[config.mk]
export PLATFORM = sky130hd
export DESIGN_NAME = sr_pq_ctrl
export DESIGN_NICKNAME = d
export VERILOG_FILES = /design/src/rtl/sr_pq_ctrl.sv
export SDC_FILE = /design/constraint.sdc
export NUM_CORES = 1
export LEC_CHECK = 0
export CAP_MARGIN = 20
export CORE_ASPECT_RATIO = 1.5
export CORE_MARGIN = 10
export CORE_UTILIZATION = 30
export DETAILED_ROUTE_END_ITERATION = 6
export DONT_BUFFER_PORTS = 1
export PLACE_DENSITY = 0.53
export SLEW_MARGIN = 20
export SYNTH_ARGS = -nofsm -noshare
export SYNTH_HDL_FRONTEND = slang
export SYNTH_SLANG_ARGS = --single-unit
[constraint.sdc]
create_clock -name clk -period 6.6 [get_ports clk]
set_input_delay 0.99 -clock clk [delete_from_list [all_inputs] [get_ports clk]]
set_output_delay 0.99 -clock clk [all_outputs]
set_load 0.02 [all_outputs]
[src/rtl/sr_pq_ctrl.sv]
// rtl/sr_pq_ctrl.sv - front-end controller for the shift-register priority queue stage array
//
// Purpose:
//   Turns valid/ready push and pop handshakes into the single-cycle push/pop/kvi
//   broadcast consumed by every stage, tracks occupancy, serves the head item,
//   bypasses a push straight to a same-cycle pop when the pushed key would be the
//   new minimum, and runs a drain-flush sequence.
//
// Optional feature macro: SR_PQ_CTRL_STATS_EN (statistics counters; tied to 0 when undefined).
//
// Ports:
//   clk, rst                         clock, synchronous active-high reset (shared with stage array)
//   push_valid/push_ready/push_kv    push handshake and item
//   pop_valid/pop_ready/pop_kv       pop handshake and popped item (valid in the accept cycle)
//   head_kv                          stage 0 kv (current minimum)
//   st_push/st_pop/st_kvi            broadcast to the stage array
//   flush_req                        drain request (level)
//   drain_valid/flush_done           drained item strobe, drain-complete pulse
//   count/full/empty                 occupancy
//   stat_push/stat_pop/stat_byp/stat_hwm  16-bit saturating statistics

module sr_pq_ctrl #(
  parameter int KW    = 4,
  parameter int VW    = 4,
  parameter int DEPTH = 8
) (
  input  logic                       clk,
  input  logic                       rst,
  input  logic                       push_valid,
  output logic                       push_ready,
  input  logic [KW+VW-1:0]           push_kv,
  input  logic                       pop_valid,
  output logic                       pop_ready,
  output logic [KW+VW-1:0]           pop_kv,
  input  logic [KW+VW-1:0]           head_kv,
  output logic                       st_push,
  output logic                       st_pop,
  output logic [KW+VW-1:0]           st_kvi,
  input  logic                       flush_req,
  output logic                       drain_valid,
  output logic                       flush_done,
  output logic [$clog2(DEPTH+1)-1:0] count,
  output logic                       full,
  output logic                       empty,
  output logic [15:0]                stat_push,
  output logic [15:0]                stat_pop,
  output logic [15:0]                stat_byp,
  output logic [15:0]                stat_hwm
);

  localparam int W  = KW + VW;
  localparam int CW = $clog2(DEPTH + 1);

  typedef enum logic [0:0] {S_RUN, S_FLUSH} state_t;

  state_t        state, state_n;
  logic [CW-1:0] count_r, count_n;
  logic          flush_pend, flush_pend_n;
  logic          pf, of, byp;

  assign count = count_r;
  assign full  = (count_r == CW'(DEPTH));
  assign empty = (count_r == '0);

  always_ff @(posedge clk) begin
    if (rst) begin
      state      <= S_RUN;
      count_r    <= '0;
      flush_pend <= 1'b0;
    end else begin
      state      <= state_n;
      count_r    <= count_n;
      flush_pend <= flush_pend_n;
    end
  end

  always_comb begin
    state_n      = state;
    count_n      = count_r;
    flush_pend_n = flush_pend;
    push_ready   = 1'b0;
    pop_ready    = 1'b0;
    pop_kv       = '0;
    st_push      = 1'b0;
    st_pop       = 1'b0;
    st_kvi       = '0;
    drain_valid  = 1'b0;
    flush_done   = 1'b0;
    pf           = 1'b0;
    of           = 1'b0;
    byp          = 1'b0;
    case (state)
      S_RUN: begin
        // A full queue still accepts a push when a pop retires an item in the same cycle;
        // an empty queue still accepts a pop when a push supplies the item (bypass).
        push_ready = !full || (pop_valid && !empty);
        pop_ready  = !empty || push_valid;
        pf         = push_valid && push_ready;
        of         = pop_valid && pop_ready;
        // Strictly smaller key would become the new head, so hand it straight back.
        // Equal keys go through the array so the older item leaves first.
        byp = pf && of && (empty || (push_kv[W-1:VW] < head_kv[W-1:VW]));
        if (byp) begin
          pop_kv = push_kv;
        end else begin
          st_push = pf;
          st_pop  = of;
          st_kvi  = pf ? push_kv : '0;
          if (of) pop_kv = head_kv;
        end
        if (pf && !of)      count_n = count_r + CW'(1);
        else if (of && !pf) count_n = count_r - CW'(1);
        // A request seen during a busy cycle is remembered and honoured on the next idle cycle.
        if (flush_req || flush_pend) begin
          if (pf || of) begin
            flush_pend_n = 1'b1;
          end else begin
            flush_pend_n = 1'b0;
            state_n      = S_FLUSH;
          end
        end
      end
      S_FLUSH: begin
        if (count_r != '0) begin
          st_pop      = 1'b1;
          drain_valid = 1'b1;
          pop_kv      = head_kv;
          count_n     = count_r - CW'(1);
        end else begin
          flush_done = 1'b1;
          state_n    = S_RUN;
        end
      end
      default: state_n = S_RUN;
    endcase
  end

`ifdef SR_PQ_CTRL_STATS_EN
  logic [15:0] stat_push_r, stat_pop_r, stat_byp_r, stat_hwm_r;

  always_ff @(posedge clk) begin
    if (rst) begin
      stat_push_r <= '0;
      stat_pop_r  <= '0;
      stat_byp_r  <= '0;
      stat_hwm_r  <= '0;
    end else begin
      if (pf && stat_push_r != 16'hFFFF) stat_push_r <= stat_push_r + 16'd1;
      if (of && stat_pop_r  != 16'hFFFF) stat_pop_r  <= stat_pop_r  + 16'd1;
      if (byp && stat_byp_r != 16'hFFFF) stat_byp_r  <= stat_byp_r  + 16'd1;
      if (16'(count_n) > stat_hwm_r)     stat_hwm_r  <= 16'(count_n);
    end
  end

  assign stat_push = stat_push_r;
  assign stat_pop  = stat_pop_r;
  assign stat_byp  = stat_byp_r;
  assign stat_hwm  = stat_hwm_r;
`else
  assign stat_push = '0;
  assign stat_pop  = '0;
  assign stat_byp  = '0;
  assign stat_hwm  = '0;
`endif

endmodule
==> metrics.md, run 1 <==
| Metric | Value |
|---|---|
| Psw | `288 µW` |
| # hold bufs at CTS | `0` |
| Worst Hold Class | `flop to flop` |
| Final period util | `66.6%` |
| Synth Register Bits | `6` |
| Largest area contributor in the netlist | `buf_4` |
| Residual DRC | `0` |
| Total gr overflow | `0` |
| Number of routed nets with antenna violations | `0` |
| WL final | `3280 µm` |
| Total GRT Usage | `7.55%` |
| Fillers | `468` |
| Static Leak | `0.000584 µW` |
| Final Core Density | `27.2%` |
| RSZ-0062 raised after global routing | `false` |
| Post-synthesis instance total | `154` |
| Mean area per synthesized cell | `8.12 µm²` |
| Final min period | `4.40 ns` |
| RD Place Congestion | `0.794` |
| Ports | `113` |
| Outcome | `finished, final reports clean` |
| Hold WS | `0.510 ns` |
| DRT iter0 DRCs | `25` |
| Number of port buffers | `0` |
| CTS Sinks | `6` |
| Setup Skew | `0.00233 ns` |
| Clock transition at path regs | `0.04 ns` |
| Vias in the first global route | `845` |
| Peak Freq | `227 MHz` |
| NumNets Final | `184` |
| Fin. Hold Viols | `0` |
| DRT Pass-1 Iters | `3` |
| Die H | `99.1 µm` |
| Post-synth cell types | `40` |
| VDD IR-drop max | `320 µV` |
| Die ar. | `7200 µm²` |
| Startpoint Class | `flop` |
| Combinational power share | `68.2%` |
| Fin Setup TNS | `0 ns` |
| Die X | `72.7 µm` |
| Worst slew pin tran | `0.877 ns` |
| Placed instance area | `1050 µm²` |
| Net Sw Frac | `61.8%` |
| Most frequent cells in the layout | `conb_1, inv_1, and2_1, a22o_1, ha_1` |
| Top-area cell type share of the netlist area | `39.0%` |
| CP Data Arrival Time | `3.41 ns` |
| Max-Cap Viols | `0` |
| Core Area | `3990 µm²` |
| Slew Viols, Final | `0` |
| Wire length per cell | `16.5 µm` |
| Most common cell after layout, fill and taps aside | `conb_1` |
| Power density over the cells | `429 nW/µm²` |
| Critical Path End Type | `output port` |
| Vias | `844` |
| # setup viols final | `0` |
| Num rows | `28` |
| ANT cells | `0` |
| CTS tree | `built` |
| Post-cts resize count | `0` |
| Initial antenna violation count | `0` |
| Seq pwr share | `20.0%` |
| Post-route cell area | `1090 µm²` |
| P_int | `178 µW` |
| Slew HR | `41.2%` |
| Clock latency on the worst-skew pair | `0.22 ns` |
| Cells taking the most area after synthesis | `buf_4, dfxtp_1, ha_1, a22o_1, and2_1` |
| Synthesized area | `1250 µm²` |
| CP Class | `flop to output port` |
| Power consumption | `467 µW` |
| Clock buffer count from CTS | `3` |
| Post-CTS setup buffers | `0` |
| P&R area growth vs syn | `-13.0%` |
| Yosys warns | `0` |
| CP required | `5.61 ns` |
| Seq/Total Area, Yosys | `9.61%` |
| CP Max Fanout | `9` |
| First-pass GRT wire length | `4440 µm` |
| Root buf cell | `clkbuf_8` |
| Layout cells sized above 1 | `8.50%` |
| H-tree depth | `1` |
| Longest Clk Path Bufs | `2` |
| Largest net degree at the start of global routing | `12` |
| Clock Power Share | `11.8%` |
| Starting density of the core | `31.3%` |
| DR vias/cell | `4.26` |
| Hpwl dp | `2970 µm` |
-- final timing paths --
path	slack, ns	cells past startpoint	from	end
worst max register to register	3.61	11	count[0]	count[3]
worst min register to register	0.51	2	flush_pend	flush_pend
worst min-delay path	0.51	2	flush_pend	flush_pend
worst max-delay path	2.20	10	count[0]	pop_kv[0]
-- layer usage --
metal | GRT usage [%] | share of wire [%] | vias to the layer above
met5 | 0 | 0 | -
met4 | 2.20 | 0.43 | 0
met3 | 6.63 | 23 | 2
met2 | 13.5 | 48 | 81
met1 | 5.63 | 28 | 372
li1 | - | - | 389
-- state kept, by name (all words and copies together) (netlist names) --
name and flops:
count 4, flush_pend 1, state 1
-- metrics by stage --
step	cells	setup slack (ns)
global placement	195	2.49
floorplan	217	2.86
finish	198	2.20
detailed placement	195	2.42
CTS	198	2.17
global route	198	2.01
-- power by group through the flow --
stage / clock network (µW) / logic [µW] / registers [µW]
6_report: 55.2 / 318 / 93.1
5_1_grt: 59.5 / 348 / 97.0
2_1_floorplan: 0 / 316 / 82.0
3_5_place_dp: 0 / 317 / 95.1
3_3_place_gp: 0 / 317 / 94.2
4_1_cts: 58.0 / 321 / 94.4
-- cell type report --
type / count / area [µm²] / area share (%)
Inverter: 14 / 55.1 / 5.06
Tap cell: 45 / 56.3 / 5.18
Clock buffer: 3 / 41.3 / 3.80
Sequential cell: 6 / 120 / 11.0
Multi-Input combinational cell: 130 / 815 / 74.9
-- synth_stat cells --
master and number:
a2111oi_0 1, a2111oi_4 1, a211oi_1 1, a211oi_2 2, a21boi_0 1, a21o_1 1, a21oi_1 4, a221o_1 1
a22o_1 8, a22oi_2 1, a31oi_1 1, and2_1 8, and3b_1 1, and4_1 1, and4bb_4 1, buf_2 1
buf_4 65, clkbuf_1 1, conb_1 1, dfxtp_1 6, ha_1 8, inv_1 12, inv_2 1, inv_4 1
mux2_1 1, mux2i_1 2, nand2_1 1, nand2b_1 2, nor2_1 5, nor2_8 1, nor2b_1 2, nor3_1 1
nor3_2 1, nor3b_1 1, o211a_1 1, o21ai_0 2, o21bai_2 1, o41ai_1 1, or3b_1 2, xnor2_1 1
-- logic make-up after synthesis --
| kind of cell | share of synthesized area (%) |
|---|---|
| fa+ha+maj | 8.01 |
| buf+inv | 44.1 |
| compound gates | 19.4 |
| mux | 2.50 |
| other cells | 0.300 |
| flops | 9.61 |
| simple gates | 15.3 |
| xor+xnor | 0.701 |
-- worst max-delay path, stage by stage, from the launching register on --
cell and delay [ns]:
dfxtp_1 0.40, inv_1 0.14, ha_1 0.23, or3b_1 0.51, inv_4 0.18, a21boi_0 0.14, ha_1 0.26, nand2b_1 0.14
a211oi_2 0.06, nor3_2 0.73, a22o_1 0.39
Note: power is estimated with default switching activity, not from simulation.
==> inputs of run 2 (changes only) <==
PLACE_DENSITY = 0.54   (was 0.53)
clock period = 3.9 ns   (was 6.6 ns; I/O delays follow)
==> run 2 against run 1 <==
  * First-iteration DRC count shrank 52%
  * Global-route usage grew 0.43 points
  * Cell count grew 1.0%
  * Critical path depth is the same
  * Worst setup slack lost 1.9 ns
  * Total power grew 74%
  * Die area is the same
  * Register-to-register slack lost 2.5 ns
  * Core utilization grew 0.56 points
  * Final area grew 2.1%
  * Combinational power grew 74%
  * Routed wire length grew 2.3%
==> metrics.md, run 2 (synthesis results as in run 1) <==
| Metric | Value |
|---|---|
| Cell family with most CP delay | `simple AND/OR/NAND/NOR gates` |
| Largest net degree at the start of global routing | `12` |
| WL final | `3350 µm` |
| RD Place Congestion | `0.784` |
| Root buf cell | `clkbuf_8` |
| CTS tree | `built` |
| H-tree depth | `1` |
| Wire length per cell | `16.8 µm` |
| Most frequent cells in the layout | `conb_1, inv_1, and2_1, a22o_1, ha_1` |
| Post-CTS setup buffers | `0` |
| Most common cell after layout, fill and taps aside | `conb_1` |
| Slew Viols, Final | `0` |
| Ports | `113` |
| Longest Clk Path Bufs | `2` |
| Outcome | `finished, final reports clean` |
| Hpwl dp | `3050 µm` |
| Fillers | `447` |
| Die X | `72.7 µm` |
| Clock buffer count from CTS | `3` |
| FF-to-FF setup slack | `1.07 ns` |
| DR vias/cell | `4.21` |
| CTS Sinks | `6` |
| Power density over the cells | `730 nW/µm²` |
| Slew HR | `48.8%` |
| CP Max Fanout | `9` |
| Fin. Hold Viols | `0` |
| # setup viols final | `0` |
| P&R area growth vs syn | `-11.2%` |
| Setup Skew | `0.00182 ns` |
| Startpoint Class | `flop` |
| DRT iter0 DRCs | `12` |
| Clock transition at path regs | `0.04 ns` |
| Worst slew pin tran | `0.766 ns` |
| Die ar. | `7200 µm²` |
| Placed cell count | `197` |
| Starting density of the core | `31.3%` |
| First-pass GRT wire length | `4690 µm` |
| Peak Freq | `279 MHz` |
| NumNets Final | `186` |
| CP Cell Sequence | `inv_1 > ha_1 > or3b_1 > inv_4 > a21boi_1 > ha_1 > inv_1 > a211oi_2 > a2111oi_4 > and2_1` |
| CP Class | `flop to output port` |
| Max-Cap Viols | `0` |
| Total gr overflow | `0` |
| Hold WS | `0.418 ns` |
| CP Data Arrival Time | `3.01 ns` |
| Critical Path End Type | `output port` |
| Residual DRC | `0` |
| Worst Hold Class | `primary input to flop` |
| RSZ-0062 raised after global routing | `false` |
| Critical-path top delay cell | `or3b_1` |
| Worst Path Buf+Inv | `3` |
| Critical path's largest stage delay | `0.50 ns` |
| CP required | `3.31 ns` |
| Number of port buffers | `0` |
| Vias | `842` |
| Final period util | `92.1%` |
| Number of routed nets with antenna violations | `0` |
| Fin Setup TNS | `0 ns` |
| Vias in the first global route | `895` |
| VDD IR-drop max | `428 µV` |
| Die H | `99.1 µm` |
| Final min period | `3.59 ns` |
| Clock latency on the worst-skew pair | `0.23 ns` |
| Initial antenna violation count | `0` |
| Layout cells sized above 1 | `10.3%` |
| Static Leak | `0.000595 µW` |
| Largest register FFs | `4` |
| Finished Layout Cells | `200` |
| ANT cells | `0` |
| Num rows | `28` |
| Core Area | `3990 µm²` |
| Total GRT Usage | `7.98%` |
| DRT Pass-1 Iters | `4` |
[run 2: worst register-to-register path, stage by stage, from the launching register on]
cell and delay (ns):
dfxtp_1 0.49, inv_1 0.12, ha_1 0.26, or3b_1 0.34, inv_4 0.13, a21boi_1 0.21
inv_1 0.09, ha_1 0.20, nand2b_1 0.18, a2111oi_0 0.52, o21ai_0 0.14, o41ai_1 0.07
[run 2: metrics by stage]
step | total power, µW | setup WS [ns] | area, µm² | util [%]
floorplan | 673 | 0.561 | 1490 | -
global placement | 706 | 0.486 | 1060 | 26.6
detailed placement | 705 | 0.437 | 1060 | 26.6
CTS | 808 | 0.185 | 1100 | 27.6
global route | 876 | 0.0368 | 1110 | 27.8
finish | 810 | 0.309 | 1110 | 27.8
[run 2: layer usage]
layer	track usage [%]	vias up	routed length, µm
met4	3.23	0	39
met5	0	-	0
met1	6.25	368	975
met3	6.02	3	713
li1	-	387	-
met2	14.2	84	1620
[run 2: final timing paths]
kind / start / to / cells past startpoint
setup / recovery: count[0] / st_kvi[7] / 10
hold / removal: rst / state / 1
setup reg to reg: count[0] / count[3] / 11
hold reg to reg: flush_pend / flush_pend / 2
[run 2: final cells by class]
class	count	area, µm²	area share [%]
clock buffer	3	41.3	3.72
inverter	14	55.1	4.96
multi-input combinational	130	821	74.0
sequential	6	121	10.9
tap	45	56.3	5.07
timing repair buffer	2	15.0	1.35
[run 2: repair_timing]
action,4_1_cts,5_1_grt
gates resized for setup,0,3
endpoints found under the setup margin,0,11
hold buffers,0,0
[run 2: power by group]
group	total [µW]	leakage, µW	internal [µW]	switching (µW)
sequential	158	0.0000499	89.1	68.6
clock	99.0	0.0000216	66.8	32.2
combinational	554	0.000523	162	392
total	810	0.000595	317	493
==> inputs of run 3 (changes only) <==
CORE_ASPECT_RATIO = not set   (was 1.5)
==> run 3 against run 2 <==
  * Clock power hardly changed
  * Total power is 0.57% higher
  * Largest cell class unchanged
  * Global-route usage hardly changed
  * Cell count is 2.5% higher
  * Register-to-register slack better by 0.09 ns
  * Combinational power is 1% higher
  * Clock skew is 0.0011 ns higher
  * Core utilization is 0.12 points lower
  * Worst setup slack worse by 0.056 ns
  * Clock-buffer cell count stayed put
  * Worst hold slack better by 0.0027 ns
==> metrics.md, run 3 (synthesis results as in run 1) <==
| Metric | Value |
|---|---|
| Outcome | `finished, final reports clean` |
| Largest net degree at the start of global routing | `12` |
| Setup slack after layout | `0.253 ns` |
| H-tree depth | `1` |
| DRT Pass-1 Iters | `4` |
| DR vias/cell | `4.09` |
| Final Core Density | `27.7%` |
| P&R area growth vs syn | `-10.8%` |
| CP Max Fanout | `9` |
| Clock buffer count from CTS | `3` |
| Total gr overflow | `0` |
| WL final | `3130 µm` |
| Residual DRC | `0` |
| Number of port buffers | `0` |
| Most common cell after layout, fill and taps aside | `conb_1` |
| Worst r2r path cells | `11` |
| FF+latch area | `120 µm²` |
| Fillers | `453` |
| Ports | `113` |
| Layout cells sized above 1 | `9.68%` |
| Slew HR | `51.5%` |
| First-pass GRT wire length | `4740 µm` |
| CP Cell Sequence | `inv_1 > ha_1 > or3b_1 > inv_4 > a21boi_0 > ha_1 > inv_1 > a31oi_1 > nor3_4 > a22o_1` |
| Clock latency on the worst-skew pair | `0.23 ns` |
| Fin. Hold Viols | `0` |
| Vias in the first global route | `938` |
| Worst Setup SP | `count[0]` |
| Critical-path top delay cell | `nor3_4` |
| CP required | `3.31 ns` |
| ANT cells | `0` |
| Setup Skew | `0.00291 ns` |
| Die ar. | `7150 µm²` |
| Static Leak | `0.000594 µW` |
| Die H | `84.6 µm` |
| Most frequent cells in the layout | `conb_1, inv_1, and2_1, a22o_1, ha_1` |
| RSZ-0062 raised after global routing | `false` |
| Wire length per cell | `15.2 µm` |
| Clock transition at path regs | `0.04 ns` |
| VDD IR-drop max | `222 µV` |
| Worst slew pin tran | `0.726 ns` |
| Total GRT Usage | `7.95%` |
| CTS tree | `built` |
| Die X | `84.6 µm` |
| CTS Sinks | `6` |
| CP Data Arrival Time | `3.06 ns` |
| Finished Layout Cells | `205` |
| Final period util | `93.5%` |
| NumNets Final | `186` |
| Dpl ws | `0.208 ns` |
| Starting density of the core | `31.0%` |
| Fin Setup TNS | `0 ns` |
| Peak Freq | `274 MHz` |
| Hpwl dp | `2790 µm` |
| Placed cell count | `202` |
| Power density over the cells | `731 nW/µm²` |
| CP Class | `flop to output port` |
| Critical path's largest stage delay | `0.51 ns` |
| Hold path start | `rst` |
| DRT iter0 DRCs | `5` |
| Largest register FFs | `4` |
| Initial antenna violation count | `0` |
| Multi-input gate area | `821 µm²` |
| RD Place Congestion | `0.727` |
| Num rows | `23` |
| # hold bufs at CTS | `0` |
| Max-Cap Viols | `0` |
| Hold WS | `0.420 ns` |
| Startpoint Class | `flop` |
| Slew Viols, Final | `0` |
| Hold path cells | `1` |
| Worst r2r src | `count[0]` |
| Post-CTS setup buffers | `0` |
| Vias | `839` |
| Final min period | `3.65 ns` |
| Root buf cell | `clkbuf_8` |
| Longest Clk Path Bufs | `2` |
| Core Area | `4030 µm²` |
| # setup viols final | `0` |
| Critical Path End Type | `output port` |
| Number of routed nets with antenna violations | `0` |
| Worst Hold Class | `primary input to flop` |
[run 3: final timing paths]
check	end	slack, ns
worst max-delay path	pop_kv[1]	0.25
worst max register to register	count[3]	1.16
worst min register to register	flush_pend	0.52
worst min-delay path	count[0]	0.42
[run 3: report_power, final]
part           switching, µW  internal, µW  total, µW
combinational            394           168        562
clock                   32.0          66.8       98.7
sequential              67.0          87.8        155
total                    493           323        815
[run 3: metrics by stage]
| step | instance area (µm²) | total power (µW) |
|---|---|---|
| after global placement | 1070 | 716 |
| after global routing | 1110 | 884 |
| after CTS | 1110 | 831 |
| after detailed placement | 1070 | 723 |
| after floorplan | 1490 | 673 |
| final | 1110 | 815 |
[run 3: worst max-delay path, delay by kind of cell (launching register included)]
| family | cells | cell delay (ns) |
|---|---|---|
| AO/OA/AOI/OAI | 3 | 0.62 |
| buffers and inverters | 3 | 0.38 |
| adder cells (fa/ha/maj) | 2 | 0.49 |
| flip-flops | 1 | 0.39 |
| AND/OR/NAND/NOR | 2 | 0.93 |
[run 3: cell type report]
class                           count  area share, %
Tap cell                           50           5.61
Inverter                           14           4.94
Sequential cell                     6           10.8
Clock buffer                        3           3.70
Multi-Input combinational cell    130           73.6
Timing Repair Buffer                2           1.35
[run 3: routing by layer]
layer | GRT usage (%) | vias to the layer above | part of all wire [%]
met5 | 0 | - | 0
met4 | 3.59 | 0 | 1.7
met3 | 6.18 | 5 | 18
met2 | 13.6 | 70 | 47
met1 | 6.68 | 372 | 34
li1 | - | 392 | -
[run 3: what timing repair did]
item	in CTS	in global routing
resized for setup	1	0
endpoints found under the setup margin	8	0
endpoints found under the hold margin	0	0
==> RTL edit (config.mk and constraints of run 3) <==
Put one more register stage on the output `count`, with the module's reset. The value now appears one clock later. The other outputs are not delayed to match.
--- a/src/rtl/sr_pq_ctrl.sv
+++ b/src/rtl/sr_pq_ctrl.sv
@@ -59,5 +59,11 @@
   logic          pf, of, byp;
 
-  assign count = count_r;
+  always_ff @(posedge clk) begin
+    if (rst) begin
+      count <= '0;
+    end else begin
+      count <= count_r;
+    end
+  end
   assign full  = (count_r == CW'(DEPTH));
   assign empty = (count_r == '0);
Check against the original RTL: not equivalent (Yosys sat finds a counterexample within 4 cycles, from zero or initial values and one cycle with rst high).
==> RTL edit against run 3 <==
  * Utilization is 0.31 points higher
  * Largest power group unchanged
  * Highest routed layer is now met3
  * Area after synthesis is 6.8% higher
  * Global-route usage down 0.92 points
  * Hold slack got worse by 6.1 ps
  * Critical path type unchanged
  * Design area increased by 8.5%
  * Clock power increased by 32%
  * Clock skew fell by 1.0 ps
  * Power decreased by 0.99%
  * First-iteration DRC count increased to 10 times the old value
  * Critical path depth unchanged
  * Wire length is 0.42% lower
  * Worst setup slack worse by 18 ps
  * Sequential share of layout area increased by 5.8 points
  * Sequential cell count is 4 higher
==> RTL edit: results (changes against run 3) <==
drt:
  vias_per_cell: 3.93  # -3.9%
  drt-initial-drc-count: 51  # +46
  postRouteWirelength_um: 3110  # -0.42%
  drt_pass1_iterations: 4  # unchanged
final_layout:
  diodes: 0  # unchanged
  layout-drive-gt1-share_pct: 11.2  # +1.5 points
  instances_no_fill: 213  # +3.9%
  fillers: 488  # +7.7%
  nNetsFinal: 191  # +2.7%
clocking:
  h-tree-depth: 1  # unchanged
  cts_inserted_buffers: 3  # unchanged
  cts-root-buf: "clkbuf_8"
  cts_setup_buffers: 0  # unchanged
  path_clk_slew_ps: 50
  clk_latency_ps: 230  # about the same
  ctsResizeCount: 0  # -1
  cts_buffer_depth: 2  # unchanged
critical_path:
  endpoint: "pop_kv[0]"
  reg2regPathDepth: 10  # -1
  cp_slowest_cell: "nor3_2"
  worstPathArrival_ps: 3080  # +20 ps
  r2r_end: "count_r[3]$_SDFFE_PP0P_"
  r2r_start: "count_r[0]$_SDFFE_PP0P_"
  rrSetupSlack_ps: 990  # -170 ps
  crit_fanout: 9  # unchanged
  cpPeakStageDelay_ps: 530  # +20 ps
pwr:
  power_frac_clock_pct: 16.1  # +4.0 points
  p_leak_nw: 0.643  # +8.3%
  power.total_mw: 0.807  # -0.99%
  intPower_mw: 0.371  # +15%
  ir_drop_mv: 0.139  # -37%
  p_seq_mw: 0.178  # +15%
grt:
  antenna_found_initial: 0  # unchanged
  grt_max_degree: 11  # -1
  first_global_vias: 887  # -5.4%
  globalRouteTotalUtil_pct: 7.04  # -0.92 points
  grt_pass1_wl_um: 4440  # -6.4%
yosys:
  async_reset_ff_share_pct: 0  # unchanged
  synth_common_cells: "buf_4, dfxtp_1, inv_1"
  synth_cell_type_count: 38  # -5.0%
  synth_area_leaders: "buf_4, dfxtp_1, ha_1"
  yosysSeqAreaShare_pct: 15.0  # +5.4 points
  synthXorXnorAreaFrac_pct: 0.656  # -0.045 points
  yosys_warnings: 0  # unchanged
  synth.mux.area_fraction_pct: 3.19  # +0.68 points
  avgSynthCellArea_um2: 8.40  # +3.4%
  synthAdderAreaFrac_pct: 7.50  # -0.51 points
  yosys_most_used_dff: "dfxtp_1"
  synth_compound_area_share_pct: 17.2  # -2.2 points
sta:
  tightestPinTransition_ps: 595  # -131 ps
  skew_ps: 1.89  # -1.01 ps
min_path:
  hold_depth: 1  # unchanged
  holdPathEnd: "count[0]$_SDFF_PP0_"
  min_from: "rst"
  hp-class: "input pin to flop"
placement:
  hpwl_um: 2830  # +1.3%
  io_buffers: 0  # unchanged
  place.gp.congestion: 0.803  # +10%
  postPlaceCellArea_um2: 1150  # +8.2%
outcome:
  outcome: "finished clean"
[RTL edit: area by class of cell]
cell class	count	area share, %
well taps	52	5.38
flip-flops and latches	10	16.5
clock buffers	4	4.55
inverters	13	4.24
multi-input cells	132	68.0
repair buffers	2	1.24
[RTL edit: metrics by stage]
stage	setup WS [ps]	hold WS, ps	utilization [%]
floorplan	652	482	-
global placement	549	499	26.7
detailed placement	446	512	26.7
CTS	190	408	28.0
global route	4.13	400	28.0
finish	235	414	28.0
[RTL edit: cell families (layout without fill, tap and decap cells)]
group | count (synthesis) | after routing
other | 1 | 64
adder cells (fa/ha/maj) | 8 | 8
multiplexers | 4 | 4
AND/OR/NAND/NOR | 30 | 30
XOR/XNOR | 1 | 1
flip-flops | 10 | 10
buffers and inverters | 80 | 19
AO/OA/AOI/OAI | 25 | 25
[RTL edit: layer usage]
metal	up-vias	part of all wire, %	track usage (%)
met4	0	0	1.33
met1	371	37	7.02
met5	-	0	0
met2	66	47	12.6
met3	0	16	3.94
li1	401	-	-
